## config.mk

```make
export PLATFORM = sky130hd
export DESIGN_NAME = cache_refill_unit_flat
export DESIGN_NICKNAME = d
export VERILOG_FILES = /design/src/rtl/cache_refill_unit_if.sv /design/src/rtl/cache_refill_unit.sv /design/src/flat_wrapper.sv
export SDC_FILE = /design/constraint.sdc
export NUM_CORES = 1
export LEC_CHECK = 0
export ABC_CLOCK_PERIOD_IN_PS = 2000
export CORE_AREA = 2 2 160 162
export CTS_CLUSTER_SIZE = 24
export DETAILED_ROUTE_END_ITERATION = 6
export DIE_AREA = 0 0 162 164
export HOLD_SLACK_MARGIN = 0.03
export MAX_ROUTING_LAYER = met4
export PLACE_DENSITY = 0.49
export SYNTH_ARGS = -nofsm -noshare
export SYNTH_HDL_FRONTEND = slang
export SYNTH_SLANG_ARGS = --single-unit
export TNS_END_PERCENT = 5
```

## constraint.sdc

```tcl
create_clock -name clk -period 2 [get_ports clk]
set_input_delay 0.3 -clock clk [delete_from_list [all_inputs] [get_ports clk]]
set_output_delay 0.3 -clock clk [all_outputs]
set_load 0.05 [all_outputs]
```

## src/rtl/cache_refill_unit_if.sv

```systemverilog
// Bundle of cache-side and memory-side signals used by the refill engine.
// The slave modport is the refill unit's view; master is the environment's view.
interface cache_refill_unit_if #(
  parameter int BLOCK_WORDS = 8
);
  localparam int WIDX = $clog2(BLOCK_WORDS);

  logic            miss_req;
  logic [31:0]     miss_addr;
  logic            victim_dirty;
  logic [31:0]     victim_addr;
  logic [31:0]     victim_data;
  logic [WIDX-1:0] victim_idx;
  logic            fill_we;
  logic [WIDX-1:0] fill_idx;
  logic [31:0]     fill_data;
  logic            refill_done;
  logic            busy;
  logic            mem_read;
  logic            mem_write;
  logic [31:0]     mem_address;
  logic [31:0]     mem_writedata;
  logic [31:0]     mem_readdata;
  logic            mem_ready;

  modport slave (
    input  miss_req, miss_addr, victim_dirty, victim_addr, victim_data,
           mem_readdata, mem_ready,
    output victim_idx, fill_we, fill_idx, fill_data, refill_done, busy,
           mem_read, mem_write, mem_address, mem_writedata
  );

  modport master (
    output miss_req, miss_addr, victim_dirty, victim_addr, victim_data,
           mem_readdata, mem_ready,
    input  victim_idx, fill_we, fill_idx, fill_data, refill_done, busy,
           mem_read, mem_write, mem_address, mem_writedata
  );
endinterface

```

## src/rtl/cache_refill_unit.sv

```systemverilog
// Miss handler: optional write-back of the dirty victim block, then an
// ascending word-by-word fetch of the missing block streamed into the fill port.
module cache_refill_unit #(
  parameter int BLOCK_WORDS = 8
) (
  input logic                 clk,
  input logic                 reset,
  cache_refill_unit_if.slave  bus
);
  localparam int WIDX = $clog2(BLOCK_WORDS);
  localparam int TAGW = 32 - WIDX - 2;

  typedef enum logic [1:0] {IDLE, WB, RD, DONE} state_t;

  state_t          state_q;
  logic [WIDX-1:0] cnt_q;
  logic [TAGW-1:0] fill_base_q;
  logic [TAGW-1:0] victim_base_q;
  logic [WIDX-1:0] victim_idx_q;
  logic            fill_we_q;
  logic [WIDX-1:0] fill_idx_q;
  logic [31:0]     fill_data_q;
  logic            refill_done_q;
  logic            busy_q;
  logic            mem_read_q;
  logic            mem_write_q;
  logic [31:0]     mem_address_q;

  logic [WIDX-1:0] cnt_inc;
  logic            cnt_last;
  logic            unused_addr_bits;

  assign cnt_inc  = cnt_q + 1'b1;
  assign cnt_last = (cnt_q == WIDX'(BLOCK_WORDS - 1));
  assign unused_addr_bits = ^{bus.miss_addr[WIDX+1:0], bus.victim_addr[WIDX+1:0]};

  always_ff @(posedge clk) begin
    if (reset) begin
      state_q       <= IDLE;
      cnt_q         <= '0;
      fill_base_q   <= '0;
      victim_base_q <= '0;
      victim_idx_q  <= '0;
      fill_we_q     <= 1'b0;
      fill_idx_q    <= '0;
      fill_data_q   <= '0;
      refill_done_q <= 1'b0;
      busy_q        <= 1'b0;
      mem_read_q    <= 1'b0;
      mem_write_q   <= 1'b0;
      mem_address_q <= '0;
    end else begin
      case (state_q)
        IDLE: begin
          fill_we_q     <= 1'b0;
          refill_done_q <= 1'b0;
          if (bus.miss_req) begin
            fill_base_q   <= bus.miss_addr[31:WIDX+2];
            victim_base_q <= bus.victim_addr[31:WIDX+2];
            cnt_q         <= '0;
            victim_idx_q  <= '0;
            busy_q        <= 1'b1;
            if (bus.victim_dirty) begin
              state_q       <= WB;
              mem_write_q   <= 1'b1;
              mem_address_q <= {bus.victim_addr[31:WIDX+2], {WIDX{1'b0}}, 2'b00};
            end else begin
              state_q       <= RD;
              mem_read_q    <= 1'b1;
              mem_address_q <= {bus.miss_addr[31:WIDX+2], {WIDX{1'b0}}, 2'b00};
            end
          end
        end
        WB: begin
          if (bus.mem_ready) begin
            if (cnt_last) begin
              state_q       <= RD;
              cnt_q         <= '0;
              victim_idx_q  <= '0;
              mem_write_q   <= 1'b0;
              mem_read_q    <= 1'b1;
              mem_address_q <= {fill_base_q, {WIDX{1'b0}}, 2'b00};
            end else begin
              cnt_q         <= cnt_inc;
              victim_idx_q  <= cnt_inc;
              mem_address_q <= {victim_base_q, cnt_inc, 2'b00};
            end
          end
        end
        RD: begin
          fill_we_q <= bus.mem_ready;
          if (bus.mem_ready) begin
            fill_data_q <= bus.mem_readdata;
            fill_idx_q  <= cnt_q;
            if (cnt_last) begin
              state_q       <= DONE;
              cnt_q         <= '0;
              mem_read_q    <= 1'b0;
              mem_address_q <= '0;
              refill_done_q <= 1'b1;
            end else begin
              cnt_q         <= cnt_inc;
              mem_address_q <= {fill_base_q, cnt_inc, 2'b00};
            end
          end
        end
        DONE: begin
          // Last fill word and completion pulse share this cycle; both drop here.
          state_q       <= IDLE;
          fill_we_q     <= 1'b0;
          refill_done_q <= 1'b0;
          busy_q        <= 1'b0;
        end
        default: state_q <= IDLE;
      endcase
    end
  end

  assign bus.victim_idx    = victim_idx_q;
  assign bus.fill_we       = fill_we_q;
  assign bus.fill_idx      = fill_idx_q;
  assign bus.fill_data     = fill_data_q;
  assign bus.refill_done   = refill_done_q;
  assign bus.busy          = busy_q;
  assign bus.mem_read      = mem_read_q;
  assign bus.mem_write     = mem_write_q;
  assign bus.mem_address   = mem_address_q;
  // Victim data is a combinational read of the cache arrays at victim_idx.
  assign bus.mem_writedata = mem_write_q ? bus.victim_data : 32'h0;
endmodule

```

## src/flat_wrapper.sv

```systemverilog
// flat-port wrapper written by rule: the top's interface ports become plain ports
module cache_refill_unit_flat 
#(
  parameter int BLOCK_WORDS = 8
)
  (clk, reset, bus_miss_req, bus_miss_addr, bus_victim_dirty, bus_victim_addr, bus_victim_data, bus_mem_readdata, bus_mem_ready, bus_victim_idx, bus_fill_we, bus_fill_idx, bus_fill_data, bus_refill_done, bus_busy, bus_mem_read, bus_mem_write, bus_mem_address, bus_mem_writedata);
  cache_refill_unit_if #(.BLOCK_WORDS(BLOCK_WORDS)) bus_i ();
  input logic clk;
  input logic reset;
  input wire logic [$bits(bus_i.miss_req)-1:0] bus_miss_req;
  input wire logic [$bits(bus_i.miss_addr)-1:0] bus_miss_addr;
  input wire logic [$bits(bus_i.victim_dirty)-1:0] bus_victim_dirty;
  input wire logic [$bits(bus_i.victim_addr)-1:0] bus_victim_addr;
  input wire logic [$bits(bus_i.victim_data)-1:0] bus_victim_data;
  input wire logic [$bits(bus_i.mem_readdata)-1:0] bus_mem_readdata;
  input wire logic [$bits(bus_i.mem_ready)-1:0] bus_mem_ready;
  output wire logic [$bits(bus_i.victim_idx)-1:0] bus_victim_idx;
  output wire logic [$bits(bus_i.fill_we)-1:0] bus_fill_we;
  output wire logic [$bits(bus_i.fill_idx)-1:0] bus_fill_idx;
  output wire logic [$bits(bus_i.fill_data)-1:0] bus_fill_data;
  output wire logic [$bits(bus_i.refill_done)-1:0] bus_refill_done;
  output wire logic [$bits(bus_i.busy)-1:0] bus_busy;
  output wire logic [$bits(bus_i.mem_read)-1:0] bus_mem_read;
  output wire logic [$bits(bus_i.mem_write)-1:0] bus_mem_write;
  output wire logic [$bits(bus_i.mem_address)-1:0] bus_mem_address;
  output wire logic [$bits(bus_i.mem_writedata)-1:0] bus_mem_writedata;
  assign bus_i.miss_req = bus_miss_req;
  assign bus_i.miss_addr = bus_miss_addr;
  assign bus_i.victim_dirty = bus_victim_dirty;
  assign bus_i.victim_addr = bus_victim_addr;
  assign bus_i.victim_data = bus_victim_data;
  assign bus_i.mem_readdata = bus_mem_readdata;
  assign bus_i.mem_ready = bus_mem_ready;
  assign bus_victim_idx = bus_i.victim_idx;
  assign bus_fill_we = bus_i.fill_we;
  assign bus_fill_idx = bus_i.fill_idx;
  assign bus_fill_data = bus_i.fill_data;
  assign bus_refill_done = bus_i.refill_done;
  assign bus_busy = bus_i.busy;
  assign bus_mem_read = bus_i.mem_read;
  assign bus_mem_write = bus_i.mem_write;
  assign bus_mem_address = bus_i.mem_address;
  assign bus_mem_writedata = bus_i.mem_writedata;
  cache_refill_unit #(.BLOCK_WORDS(BLOCK_WORDS)) u_core (.clk(clk), .reset(reset), .bus(bus_i));
endmodule
```

-- Yosys cells after proc, flatten, opt, wreduce, memory -nomap -nowiden
Cells that the tools add are included.
- $add $sub $neg: 1
- multiply operators: 0
- divide/modulo/power cells: 0
- order comparisons: 0
- equality and inequality tests: 12
- shift-type cells: 0
- muxes and demuxes: 34
- bitwise gates (word level): 0
- reduce and logical (&&, ||, !) cells: 18
- operators with widths (kind ; count):
    $mux W32 ; 7
    $pmux W32 S3 ; 1
    $mux W2 ; 6
    $pmux W3 S2 ; 2
    $ne A2 B2 Y1 const B ; 5
    $reduce_and A5 Y1 ; 2
    $mux W1 ; 9
    $mux W3 ; 3
    $reduce_and A3 Y1 ; 3
    $pmux W1 S2 ; 4
    $pmux W2 S4 ; 1
    $reduce_bool A2 Y1 ; 4
    $reduce_and A7 Y1 ; 1
    $ne A2 B1 Y1 const B ; 3
    $reduce_and A2 Y1 ; 3
    $eq A2 B2 Y1 const B ; 2
    $reduce_and A4 Y1 ; 1
    $reduce_or A2 Y1 ; 2
    $add A3 B1 Y3 const B ; 1
    $eq A3 B3 Y1 const B ; 1
    $pmux W1 S3 ; 1
    $reduce_bool A3 Y1 ; 1
    $eq A2 B1 Y1 const B ; 1
    $logic_not A2 Y1 ; 1
- register bits: 134
- bits in latches: 0
- RAM bits: 0
- bits in read-only memories: 0
- input bits: 133
- output and inout bits: 107
- memories kept: 0

-- Longest topological paths before layout
- depth after elaboration: 4
- depth in mapped cells: 9
- depth with buffers taken out: 6

-- Worst setup path before layout
OpenSTA, ideal clock, no wires.
- kind: register -> register
- from: register u_core.state_q[0]
- to: register u_core.cnt_q[0]
- library setup time: 0.070 ns
- data arrival time: 1.777 ns
- slack: 0.153 ns
- stages on the path, launching flop included: 8
- path through: dfxtp_1 -> inv_1 -> ha_1 -> buf_2 -> nand2b_1 -> a21o_1 -> or4b_1 -> a21oi_1
- longest elaborated chain between the ends: 4
- elaborated cells on any way between the ends: 9
- ends and longest elaborated chain (what ; line ; RTL):
    start, declared ; cache_refill_unit.sv:15 ; state_t state_q;
    start signal, assigned ; cache_refill_unit.sv:39 ; state_q <= IDLE;
    start signal, assigned ; cache_refill_unit.sv:64 ; state_q <= WB;
    start signal, assigned ; cache_refill_unit.sv:68 ; state_q <= RD;
    $eq A2 B1 Y1 / $eq A2 B2 Y1 (equally long branches) ; cache_refill_unit.sv:53 ; case (state_q)
    $reduce_or A2 Y1 (no source line) ; - ;
    $ne A2 B1 Y1 (no source line) / $reduce_bool A2 Y1 (equally long branches) ; - ;
    $reduce_and A3 Y1 (no source line) ; - ;
    end signal, assigned ; cache_refill_unit.sv:84 ; cnt_q <= cnt_inc;
    end signal, assigned ; cache_refill_unit.sv:102 ; cnt_q <= cnt_inc;
    end, declared ; cache_refill_unit.sv:16 ; logic [WIDX-1:0] cnt_q;
Parallel ways exist; a longest one is shown, timed or not.
A chain may end at the register's enable or synchronous reset.

-- Worst setup path in the final report
- from: register u_core.mem_address_q[31], in the netlist u_core.bus.mem_address[31]
- to: output port bus_mem_address[31]
- RTL lines (what ; line ; RTL):
    start, declared ; cache_refill_unit.sv:27 ; logic [31:0] mem_address_q;
    start signal, assigned ; cache_refill_unit.sv:66 ; mem_address_q <= {bus.victim_addr[31:WIDX+2], {WIDX{1'b0}}, 2'b00};
    start signal, assigned ; cache_refill_unit.sv:70 ; mem_address_q <= {bus.miss_addr[31:WIDX+2], {WIDX{1'b0}}, 2'b00};
    start signal, assigned ; cache_refill_unit.sv:82 ; mem_address_q <= {fill_base_q, {WIDX{1'b0}}, 2'b00};
    end, declared ; flat_wrapper.sv:25 ; output wire logic [$bits(bus_i.mem_address)-1:0] bus_mem_address;
No word-level cell between the ends.

==> key figures <==
Timing
  – Final Setup Violations: 0
  – Setup TNS: 0 ns
  – Tcrit/Tclk final: 94.7%
  – Max Transition Viols Final: 0
  – RSZ-0062 raised after global routing: no
  – Fin crit period: 1.89 ns
  – Relative slew margins: 62.7%
  – Final hold violations: 0
  – Least-Margin Pin Slew: 0.558 ns
  – Skew final: 0.0149 ns
  – Fmax: 528 MHz

Power
  – Flop pwr share: 24.3%
  – Leakage: 3.58 nW
  – PD cells: 1500 mW/mm^2
  – Logic pwr share: 53.1%
  – Int Pwr: 0.00850 W
  – Net Sw Power: 0.00626 W
  – Peak VDD IR: 0.919 mV
  – Switching share of power: 42.4%
  – Clk network pwr share: 22.7%

Setup path
  – Crit path max-delay family: buffers and inverters
  – Crit end category: primary output
  – CP required: 1.70 ns
  – Setup crit end: bus_mem_address[31]
  – Max stage delay on crit path: 0.83 ns
  – Startpoint Class: register
  – Reg-to-reg startpoint: u_core.state_q[1]
  – Worst R2R Path Depth: 6
  – CP Data Arrival Time: 1.59 ns
  – Setup CP Type: reg2out
  – CP max stage cell: clkdlybuf4s50_1
  – Crit-path max FO: 2
  – Worst Setup SP: u_core.bus.mem_address[31]
  – Levels on crit path: 1
  – Buf/Inv on CP: 1
  – Reg2reg end: u_core.cnt_q[0]
  – CP Cell Sequence: clkdlybuf4s50_1
  – R2R Setup Slk: 0.17 ns

Floorplan
  – Num rows: 58
  – Die width: 162 um
  – Die ar.: 0.0266 mm^2
  – Die height: 164 um
  – Area of the core: 0.0248 mm^2
  – Initial Utilization: 24.8%
  – I/O pin count: 240

Synthesis
  – EDFF count, synth: 0
  – Seq cells post-synth: 132
  – Commonest cells in the netlist: nand2_1 (222), dfxtp_1 (132), a21oi_1 (131)
  – Post-synthesis xor/xnor area fraction: 0%
  – Combinational family with the most area after synthesis: simple AND/OR/NAND/NOR gates
  – Adder-Cell Fraction of Synth Area: 1.63%
  – Main synth FF type: dfxtp_1
  – Dominant cell type by area after synthesis: dfxtp_1
  – Unique cell type count in the Yosys netlist: 35
  – Syn avg cell area: 7.90 um^2
  – Ys async rst share: 0%
  – Synth Area in Compound Gates: 22.3%
  – Cells after Synth: 778
  – Cell area after synthesis: 0.00615 mm^2
  – Post-synthesis mux area share: 5.11%
  – Cell with the most instances after synthesis: nand2_1
  – Synth top area share: 43.0%
  – Yosys warns: 0
  – Simple-gate share of the synthesized area: 22.4%
  – Register area share after synthesis: 43.0%
  – Synth area leaders: dfxtp_1 (43%), nand2_1 (14%), a21oi_1 (11%)

Global route
  – Grt total ovfl: 0
  – Grt met1 use: 19.4%
  – GR met2 Demand/Resource: 25.6%
  – Largest net degree at the start of global routing: 55
  – First-pass GRT wire length: 31800 um
  – Global routing's busiest layer: met2
  – Tot GR Track Use: 15.6%
  – Antenna violations before repair: 0
  – Vias in the first global route: 5772
  – M3 GR Usage: 3.74%

Clock network
  – Clock buffer depth: 2
  – H-tree depth: 4
  – Hold_buf cts: 0
  – Num CTS Buffers: 17
  – TritonCTS clock tree: yes
  – CTS Root Buffer Type: clkbuf_16
  – CTS clock-pin slew for the worst setup and hold paths: 0.05 ns
  – # clock sinks: 132
  – Worst-skew pair later-pin latency: 0.41 ns

Final layout
  – Antenna cells: 0
  – Cell Count, Final, Fillers Out: 1326
  – Area delta synth->final: 59.9%
  – Design Area, Final: 0.00983 mm^2
  – Share of cells above drive strength 1: 13.3%
  – Nets: 1125

Routing
  – DRC: 0
  – Final WL: 20400 um
  – Drt pass-1 iters: 4
  – Drt via density: 4.50
  – Drt wl/cell: 15.4 um
  – Vias: 5967
  – Routed Antenna Nets: 0
  – Initial DRC count: 303

Status
  – Status: finished clean

Place
  – Placed inst area: 0.00919 mm^2
  – Port bufs: 227
  – Placed cells: 1295
  – Routability cong.: 0.706
  – Final HPWL DP: 14000 um

Hold path
  – HP Class: in2reg

Job
  – Total of max-cap violations: 0
## stage by stage
stage          power [W]  setup WS, ns  utilization [%]  hold WS, ns
2_1_floorplan    0.00849         0.153                -        0.434
3_3_place_gp      0.0115        0.0938             37.0        0.442
3_5_place_dp      0.0116         0.105             37.0        0.446
4_1_cts           0.0150        0.0681             39.6        0.270
5_1_grt           0.0157        0.0271             39.6        0.280
6_report          0.0148         0.106             39.6        0.289
## layout make-up
type	count	area (um^2)
sequential	132	2640
timing repair buffer	256	2930
inverter	5	18.8
fill	2578	15000
tap	330	413
clock inverter	9	151
clock buffer	22	474
multi-input combinational	572	3200
## cell usage in the layout (no fill, tap or decap), drive strengths merged, types with 2 or more instances in the layout
master	netlist	routed
nand2	222	222
clkdlybuf4s50	0	189
dfxtp	132	132
a21oi	131	131
buf	20	67
and2	46	46
mux2	27	27
a22oi	27	27
a211oi	27	27
a211o	27	27
clkbuf	50	22
nor2b	17	17
ha	8	8
nor2	6	6
inv	5	5
nand4	5	5
nand3	5	5
o21ai	4	4
bufinv	0	4
clkinv	0	4
nand2b	3	3
o21bai	2	2
nor3	2	2
conb	1	2
## repair_timing
item / in CTS / in global routing
buffers inserted: 0 / 0
gates resized for setup: 0 / 2
endpoints found under the setup margin: 0 / 7
## per-layer routing
metal  vias up  share of wire, %
met2       138                49
met5         -                 0
met1      2763                45
met4         0              0.70
met3         7               5.0
li1       3059                 -
## worst min path at each step
stage	startpoint	end	slack, ns	depth (start not counted)
final	reset	u_core.state_q[0]	0.29	2
after global routing	reset	u_core.state_q[0]	0.28	2
after CTS	reset	u_core.bus.busy	0.27	2
after detailed placement	u_core.bus.mem_address[4]	u_core.bus.mem_address[4]	0.45	2
after global placement	u_core.bus.fill_data[12]	u_core.bus.fill_data[12]	0.44	2
after floorplan	u_core.victim_base_q[0]	u_core.victim_base_q[0]	0.43	2
## cell families after synthesis
| logic type | count (synthesis) |
|---|---|
| muxes | 28 |
| buffers and inverters | 75 |
| AOI/OAI and AO/OA | 223 |
| DFF | 132 |
| and+or+nand+nor | 311 |
| other | 1 |
| adders and majority gates | 8 |
## flip-flops by register name, summed over array words and instances (netlist names)
name and count:
u_core.bus.victim_idx 3, u_core.bus.mem_write 1, u_core.fill_base_q 27, u_core.bus.mem_read 1, u_core.bus.fill_idx 3, u_core.bus.fill_data 32, u_core.cnt_q 3, u_core.bus.fill_we 1
u_core.bus.mem_address 30, u_core.bus.busy 1, u_core.victim_base_q 27, u_core.state_q 2, u_core.bus.refill_done 1
## power by group through the flow
stage	Sequential [W]	Clock [W]	Combinational [W]
floorplan	0.00488	0	0.00361
global placement	0.00363	0	0.00791
detailed placement	0.00364	0	0.00792
CTS	0.00359	0.00344	0.00796
global route	0.00367	0.00356	0.00843
finish	0.00358	0.00334	0.00784
Power figures use the tool's default switching activity.
